`src/rtl/alu_result_collector.sv`:
```
// Collects tagged ALU unit results into a small first-word-fall-through FIFO
// drained over a valid/ready handshake, with sticky multi-flag and overflow status.
module alu_result_collector #(
    parameter  int unsigned In_out = 16,
    parameter  int unsigned DEPTH  = 4,
    localparam int unsigned AW     = $clog2(DEPTH)
) (
    input  logic              CLK,
    input  logic              RST,
    input  logic [In_out-1:0] Arith_OUT,
    input  logic [In_out-1:0] Logic_OUT,
    input  logic [In_out-1:0] CMP_OUT,
    input  logic [In_out-1:0] Shift_OUT,
    input  logic              Carry_OUT,
    input  logic              Arith_Flag,
    input  logic              Logic_Flag,
    input  logic              CMP_Flag,
    input  logic              Shift_Flag,
    input  logic              Res_Ready,
    input  logic              Clr_Err,
    output logic              Res_Valid,
    output logic [In_out-1:0] Res_Data,
    output logic [1:0]        Res_Tag,
    output logic              Res_Carry,
    output logic [AW:0]       Fill_Count,
    output logic              Multi_Err,
    output logic              Ovf_Err
);

    typedef struct packed {
        logic [1:0]        tag;
        logic [In_out-1:0] data;
        logic              carry;
    } entry_t;

    localparam logic [1:0] TAG_ARITH = 2'b00;
    localparam logic [1:0] TAG_LOGIC = 2'b01;
    localparam logic [1:0] TAG_CMP   = 2'b10;
    localparam logic [1:0] TAG_SHIFT = 2'b11;

    entry_t        mem [DEPTH];
    logic [AW-1:0] wr_ptr;
    logic [AW-1:0] rd_ptr;

    entry_t new_entry;
    entry_t head;
    logic   capture;
    logic   multi;
    logic   full;
    logic   push;
    logic   pop;
    logic   ovf;

    // Fixed-priority source select: arith > logic > cmp > shift.
    always_comb begin
        new_entry = '0;
        if (Arith_Flag) begin
            new_entry.tag   = TAG_ARITH;
            new_entry.data  = Arith_OUT;
            new_entry.carry = Carry_OUT;
        end else if (Logic_Flag) begin
            new_entry.tag  = TAG_LOGIC;
            new_entry.data = Logic_OUT;
        end else if (CMP_Flag) begin
            new_entry.tag  = TAG_CMP;
            new_entry.data = CMP_OUT;
        end else if (Shift_Flag) begin
            new_entry.tag  = TAG_SHIFT;
            new_entry.data = Shift_OUT;
        end
    end

    assign capture = Arith_Flag | Logic_Flag | CMP_Flag | Shift_Flag;
    assign multi   = (Arith_Flag & (Logic_Flag | CMP_Flag | Shift_Flag))
                   | (Logic_Flag & (CMP_Flag | Shift_Flag))
                   | (CMP_Flag & Shift_Flag);
    assign full    = (Fill_Count == (AW+1)'(DEPTH));
    assign pop     = Res_Valid & Res_Ready;
    assign push    = capture & (~full | pop);
    assign ovf     = capture & full & ~pop;

    // Pointers and occupancy; full/empty come from the count alone.
    always_ff @(posedge CLK or negedge RST) begin
        if (!RST) begin
            wr_ptr     <= '0;
            rd_ptr     <= '0;
            Fill_Count <= '0;
        end else begin
            if (push) wr_ptr <= wr_ptr + AW'(1);
            if (pop)  rd_ptr <= rd_ptr + AW'(1);
            case ({push, pop})
                2'b10:   Fill_Count <= Fill_Count + (AW+1)'(1);
                2'b01:   Fill_Count <= Fill_Count - (AW+1)'(1);
                default: Fill_Count <= Fill_Count;
            endcase
        end
    end

    // Storage is intentionally not reset; reads are masked while empty.
    always_ff @(posedge CLK) begin
        if (push) mem[wr_ptr] <= new_entry;
    end

    // Sticky status: a new error event in the same cycle beats the clear.
    always_ff @(posedge CLK or negedge RST) begin
        if (!RST) begin
            Multi_Err <= 1'b0;
            Ovf_Err   <= 1'b0;
        end else begin
            if (multi)        Multi_Err <= 1'b1;
            else if (Clr_Err) Multi_Err <= 1'b0;
            if (ovf)          Ovf_Err   <= 1'b1;
            else if (Clr_Err) Ovf_Err   <= 1'b0;
        end
    end

    assign head      = mem[rd_ptr];
    assign Res_Valid = (Fill_Count != '0);
    assign Res_Data  = Res_Valid ? head.data  : '0;
    assign Res_Tag   = Res_Valid ? head.tag   : 2'b00;
    assign Res_Carry = Res_Valid ? head.carry : 1'b0;

endmodule

```
`config.mk`:
```
export PLATFORM = sky130hd
export DESIGN_NAME = alu_result_collector
export DESIGN_NICKNAME = d
export VERILOG_FILES = /design/src/rtl/alu_result_collector.sv
export SDC_FILE = /design/constraint.sdc
export NUM_CORES = 1
export LEC_CHECK = 0
export CAP_MARGIN = 0
export CELL_PAD_IN_SITES_DETAIL_PLACEMENT = 1
export CELL_PAD_IN_SITES_GLOBAL_PLACEMENT = 2
export CORE_ASPECT_RATIO = 1.5
export CORE_UTILIZATION = 35
export CTS_BUF_LIST = sky130_fd_sc_hd__clkbuf_8
export DETAILED_ROUTE_END_ITERATION = 6
export GPL_TIMING_DRIVEN = 0
export PLACE_DENSITY_LB_ADDON = 0.1
export SYNTH_ARGS = -nofsm -noshare
export SYNTH_HDL_FRONTEND = slang
export SYNTH_SLANG_ARGS = --single-unit
```
`constraint.sdc`:
```
create_clock -name CLK -period 2.71 [get_ports CLK]
set_clock_uncertainty 0.05 [all_clocks]
set_input_delay 0.542 -clock CLK [delete_from_list [all_inputs] [get_ports CLK]]
set_output_delay 0.542 -clock CLK [all_outputs]
set_load 0.02 [all_outputs]
```
==> Word-level counts from Yosys, hierarchy flattened <==
Memory sizes are Yosys's and may differ from the RTL's.
Cells that the tools add are included.
{ "word_totals": {"regBits": 9, "mem_bits_rw": 76, "out_inout_bits": 25, "elab_cells": 49, "mem_count": 1} }
{ "op_classes": {"add_sub_neg": 4, "eq_ne": 3, "n_mux": 14, "bitwise": 18, "reduce_logical": 4} }
{ "mem_list": {"columns": ["name", "depth", "width", "read_ports", "rd_ports_with_merged_regs", "wr", "line_no", "rtl"], "rows": [
  ["mem", 4, 19, 1, 0, 1, "41", "entry_t mem [DEPTH];"]
]} }
{ "op_table": {"columns": ["op", "count"], "rows": [
  ["$mux W18", 4],
  ["$mux W16", 1],
  ["$or A1 B1 Y1", 9],
  ["$and A1 B1 Y1", 7],
  ["$mux W1", 7],
  ["$pmux W3 S2", 1],
  ["$reduce_bool A2 Y1", 3],
  ["$add A2 B1 Y2 const B", 2],
  ["$add A3 B1 Y3 const B", 1],
  ["$eq A3 B3 Y1 const B", 1],
  ["$reduce_bool A3 Y1", 1],
  ["$sub A3 B1 Y3 const B", 1],
  ["$eq A2 B1 Y1 const B", 1],
  ["$eq A2 B2 Y1 const B", 1],
  ["$mux W2", 1],
  ["$not A1 Y1", 2]
]} }

==> Logic depth before layout (Yosys ltp) <==
{ "logic_depth": {"ltp_word": 6, "depth_mapped": 8, "ltp_nobuf": 6} }

==> Worst setup path before layout <==
No wires, ideal clock.
{ "synth_timing": {"path_kind": "input -> register", "start": "in Logic_Flag", "end": "reg Fill_Count[2]", "setup_ns": 0.126, "t_arrival_ns": 2.358, "required_time_ns": 2.534, "path_slack_ns": 0.175, "cell_stages": 7, "path_cell_list": "buf_6 nor4_4 buf_6 nand3_1 fa_1 or3_1 a311o_1"} }
{ "synth_between": {"elab_chain_len": 6, "word_cells_on_any_way": 8} }
{ "synth_lines": {"columns": ["element", "line_no", "rtl"], "rows": [
  ["start, declared", "16", "input logic Logic_Flag,"],
  ["$or A1 B1 Y1 (*) (3 in series)", "73", "assign capture = Arith_Flag | Logic_Flag | CMP_Flag | Shift_Flag;"],
  ["$and A1 B1 Y1 (*)", "79", "assign push = capture & (~full | pop);"],
  ["$eq A2 B1 Y1 / $eq A2 B2 Y1 (equally long branches)", "91", "case ({push, pop})"],
  ["$pmux W3 S2 / $reduce_bool A2 Y1 (equally long branches)", null, null],
  ["end signal, assigned", "92", "2'b10: Fill_Count <= Fill_Count + (AW+1)'(1);"],
  ["end signal, assigned", "93", "2'b01: Fill_Count <= Fill_Count - (AW+1)'(1);"],
  ["end signal, assigned", "94", "default: Fill_Count <= Fill_Count;"],
  ["end, declared", "25", "output logic [AW:0] Fill_Count,"]
]} }
Every way passes the cells marked *; elsewhere a longest branch is shown, timed or not.
A chain may end at the register's enable or synchronous reset.

==> Final worst setup path <==
{ "layout_timing": {"start": "reg rd_ptr[0]", "end": "out Res_Carry"} }
{ "layout_between": {"elab_chain_len": 2} }
{ "layout_lines": {"columns": ["element", "line_no", "rtl"], "rows": [
  ["start, declared", "43", "logic [AW-1:0] rd_ptr;"],
  ["start signal, assigned", "90", "if (pop) rd_ptr <= rd_ptr + AW'(1);"],
  ["$mem_v2 Z4 W19", null, null],
  ["$mux W1", "121", "assign Res_Carry = Res_Valid ? head.carry : 1'b0;"],
  ["end, declared", "24", "output logic Res_Carry,"]
]} }
Every way passes these cells.

==> results.py <==
metrics = {
    "outcome": {
        "status": "completed",
    },
    "worst_setup_path": {
        "start_kind": "register",
        "cpPeakStageDelay_ns": 0.54,
        "cp-end-kind": "primary output",
        "crit_fanout": 3,
        "critPathRequiredTime_ns": 2.12,
        "cp_slowest_cell": "clkdlybuf4s50_1",
        "crit_type": "reg -> out",
        "crit_chain": "mux4_2, and2_1, clkdlybuf4s50_1",
        "path_delay_family": "buffers and inverters",
        "critPathArrivalTime_ns": 2.02,
        "crit_buf_inv": 1,
    },
    "global_routing": {
        "grt_max_degree": 20,
        "grt_pass1_wl_um": 16400,
        "grt_pass1_vias": 2995,
        "antenna_found_initial": 0,
        "track_usage_pct": 19.8,
        "grt-ovfl-total": 0,
    },
    "synth": {
        "synth.distinct_cells": 34,
        "synthCells": 264,
        "avgSynthCellArea_um2": 15.0,
        "yosysWarnings": 0,
        "synth_nets": 342,
        "synth_seq_area_share_pct": 63.3,
        "synthArstFlopShare_pct": 10.6,
        "synth-edff-count": 76,
        "synth_ff_type": "edfxtp_1",
        "ys_ff_latch": 85,
        "syn_area_um2": 3960,
    },
    "cells_and_area": {
        "multi_input_area_um2": 1330,
        "fin_cells": 523,
        "regArea_um2": 2510,
        "n_fill_cell": 1127,
        "post-route-util_pct": 48.9,
        "syn_to_final_growth_pct": 36.6,
        "diodes": 0,
        "drive_gt1_share_pct": 14.9,
        "final_cell_mix": "clkdlybuf4s50_1 (76), edfxtp_1 (76), and2_1 (20)",
        "fin_nets": 449,
    },
    "clock_tree": {
        "clk_pin_slew_worst_paths_ns": 0.08,
        "cts_tree": "done",
        "h-tree-depth": 3,
        "clk_path_buf_depth": 2,
        "clock_latency_ns": 0.35,
        "numCtsBuffers": 9,
        "cts_root_buffer": "clkbuf_8",
        "cts_sinks": 85,
    },
    "placed_design": {
        "place_congestion": 0.720,
        "dp_cells": 506,
        "port_buffers": 95,
        "hpwl_um": 7300,
    },
    "die": {
        "die-area_um2": 11800,
        "fp-row-count": 47,
        "die_w_um": 88.9,
        "ioPinCount": 98,
        "start_util_pct": 35.8,
        "core_um2": 11100,
        "die_h_um": 132,
    },
    "timing": {
        "fin_setup_tns_ns": 0,
        "period_share_pct": 96.5,
        "fmax_mhz": 382,
        "fin_crit_ns": 2.62,
        "setup_viol": 0,
        "drv_slew": 0,
        "hold_violations": 0,
        "rsz0062_at_grt": "no",
        "slew_headroom_pct": 57.8,
        "worst_slew_pin_slew_ns": 0.634,
    },
    "power_and_ir_drop": {
        "cellLeakagePower_nw": 1.91,
        "vdd_drop_max_uv": 613,
        "design_power_total_w": 0.00578,
        "p_per_area_nw_per_um2": 1070,
    },
    "detailed_routing": {
        "routedWlPerCell_um": 20.5,
        "totalWireLength_um": 10700,
        "wl_met1_um": 4320,
        "met2WireLength_um": 5830,
        "via_count": 2692,
        "maxUsedRoutingLayer": "met4",
        "antenna_left": 0,
        "route.met3.wl_um": 449,
        "avgViaCountPerCell": 5.15,
        "firstDrtPassIters": 4,
        "drc_errors": 0,
        "drt_iter0_drc": 136,
    },
    "worst_hold_path": {
        "min_path_type": "in -> async",
    },
    "job": {
        "maxCapViolations": 0,
    },
}
## area by class of cell
type | instances | share of cell area (%)
Sequential cell | 85 | 46.4
Multi-Input combinational cell | 152 | 24.6
Timing Repair Buffer | 96 | 17.3
Tap cell | 147 | 3.40
Clock inverter | 7 | 3.01
Buffer | 20 | 2.47
Clock buffer | 9 | 2.29
Inverter | 7 | 0.486
## report_power, final
part	total [W]	internal, W	leakage (nW)	switching (W)
Sequential	0.00213	0.00198	0.820	0.000156
Combinational	0.00240	0.00109	0.941	0.00131
Clock	0.00124	0.000796	0.145	0.000447
## flip-flops by register name, summed over array words and instances (netlist names)
register / cells
Fill_Count: 3
Multi_Err: 1
Ovf_Err: 1
mem: 76
rd_ptr: 2
wr_ptr: 2
## cell usage after synthesis, types with 5 or more instances
cell      number  area [um^2]
nor2_1         6         22.5
clkbuf_1       9         33.8
nor2b_1       17          106
edfxtp_1      76         2280
inv_1          7         26.3
dfrtp_1        9          225
o31ai_1       16          120
nand2_1       19         71.3
buf_2          6         30.0
mux4_2        19          428
xnor2_1        5         43.8
and2_1        24          150
a221oi_1      16          140
## cells by family (layout without fill, tap and decap cells)
kind of cell / after synthesis / after routing / share of synthesized area [%]
compound gates: 44 / 44 / 8.53
xor+xnor: 5 / 5 / 1.11
fa+ha+maj: 5 / 5 / 1.77
buf+inv: 27 / 139 / 3.22
flops: 85 / 85 / 63.3
mux: 19 / 19 / 10.8
simple gates: 79 / 79 / 11.3
## worst paths after layout
| check | start | end | slack [ns] | cells past startpoint |
|---|---|---|---|---|
| max reg2reg | Fill_Count[2]$_DFFE_PN0P_ | Fill_Count[2]$_DFFE_PN0P_ | 0.40 | 6 |
| max | rd_ptr[0]$_DFFE_PN0P_ | Res_Carry | 0.09 | 3 |
| min in group CLK | Res_Ready | rd_ptr[0]$_DFFE_PN0P_ | 0.48 | 3 |
| max in group asynchronous | RST | rd_ptr[0]$_DFFE_PN0P_ | 1.84 | 1 |
| min reg2reg | Ovf_Err$_DFFE_PN0P_ | Ovf_Err$_DFFE_PN0P_ | 0.49 | 2 |
| min | RST | Ovf_Err$_DFFE_PN0P_ | 0.44 | 1 |
## worst reg2reg max path, delay by kind of cell (launching register included)
family	cells	cell delay [ns]
compound gates	1	0.32
simple gates	3	0.73
flops	1	0.48
fa+ha+maj	1	0.39
buf+inv	1	0.22
## metrics by stage
step	worst slack (ns)	hold slack, ns	cell area (um^2)
CTS	0.0312	0.441	5400
global placement	-0.599	0.470	5100
detailed placement	-0.696	0.479	5100
finish	0.0937	0.441	5410
global route	0.00545	0.476	5410
floorplan	0.175	0.196	3960
## metal layers
metal	track usage [%]	vias up
met4	5.65	0
met1	23.2	1378
li1	-	1238
met3	4.63	8
met5	0	-
met2	35.4	68
## repair_timing
item / in CTS / in global routing
gates resized for setup: 36 / 2
pin swaps: 0 / 1
endpoints found under the setup margin: 96 / 12
hold buffers: 0 / 0
setup buffers: 0 / 1
Note: power is estimated with default switching activity, not from simulation.
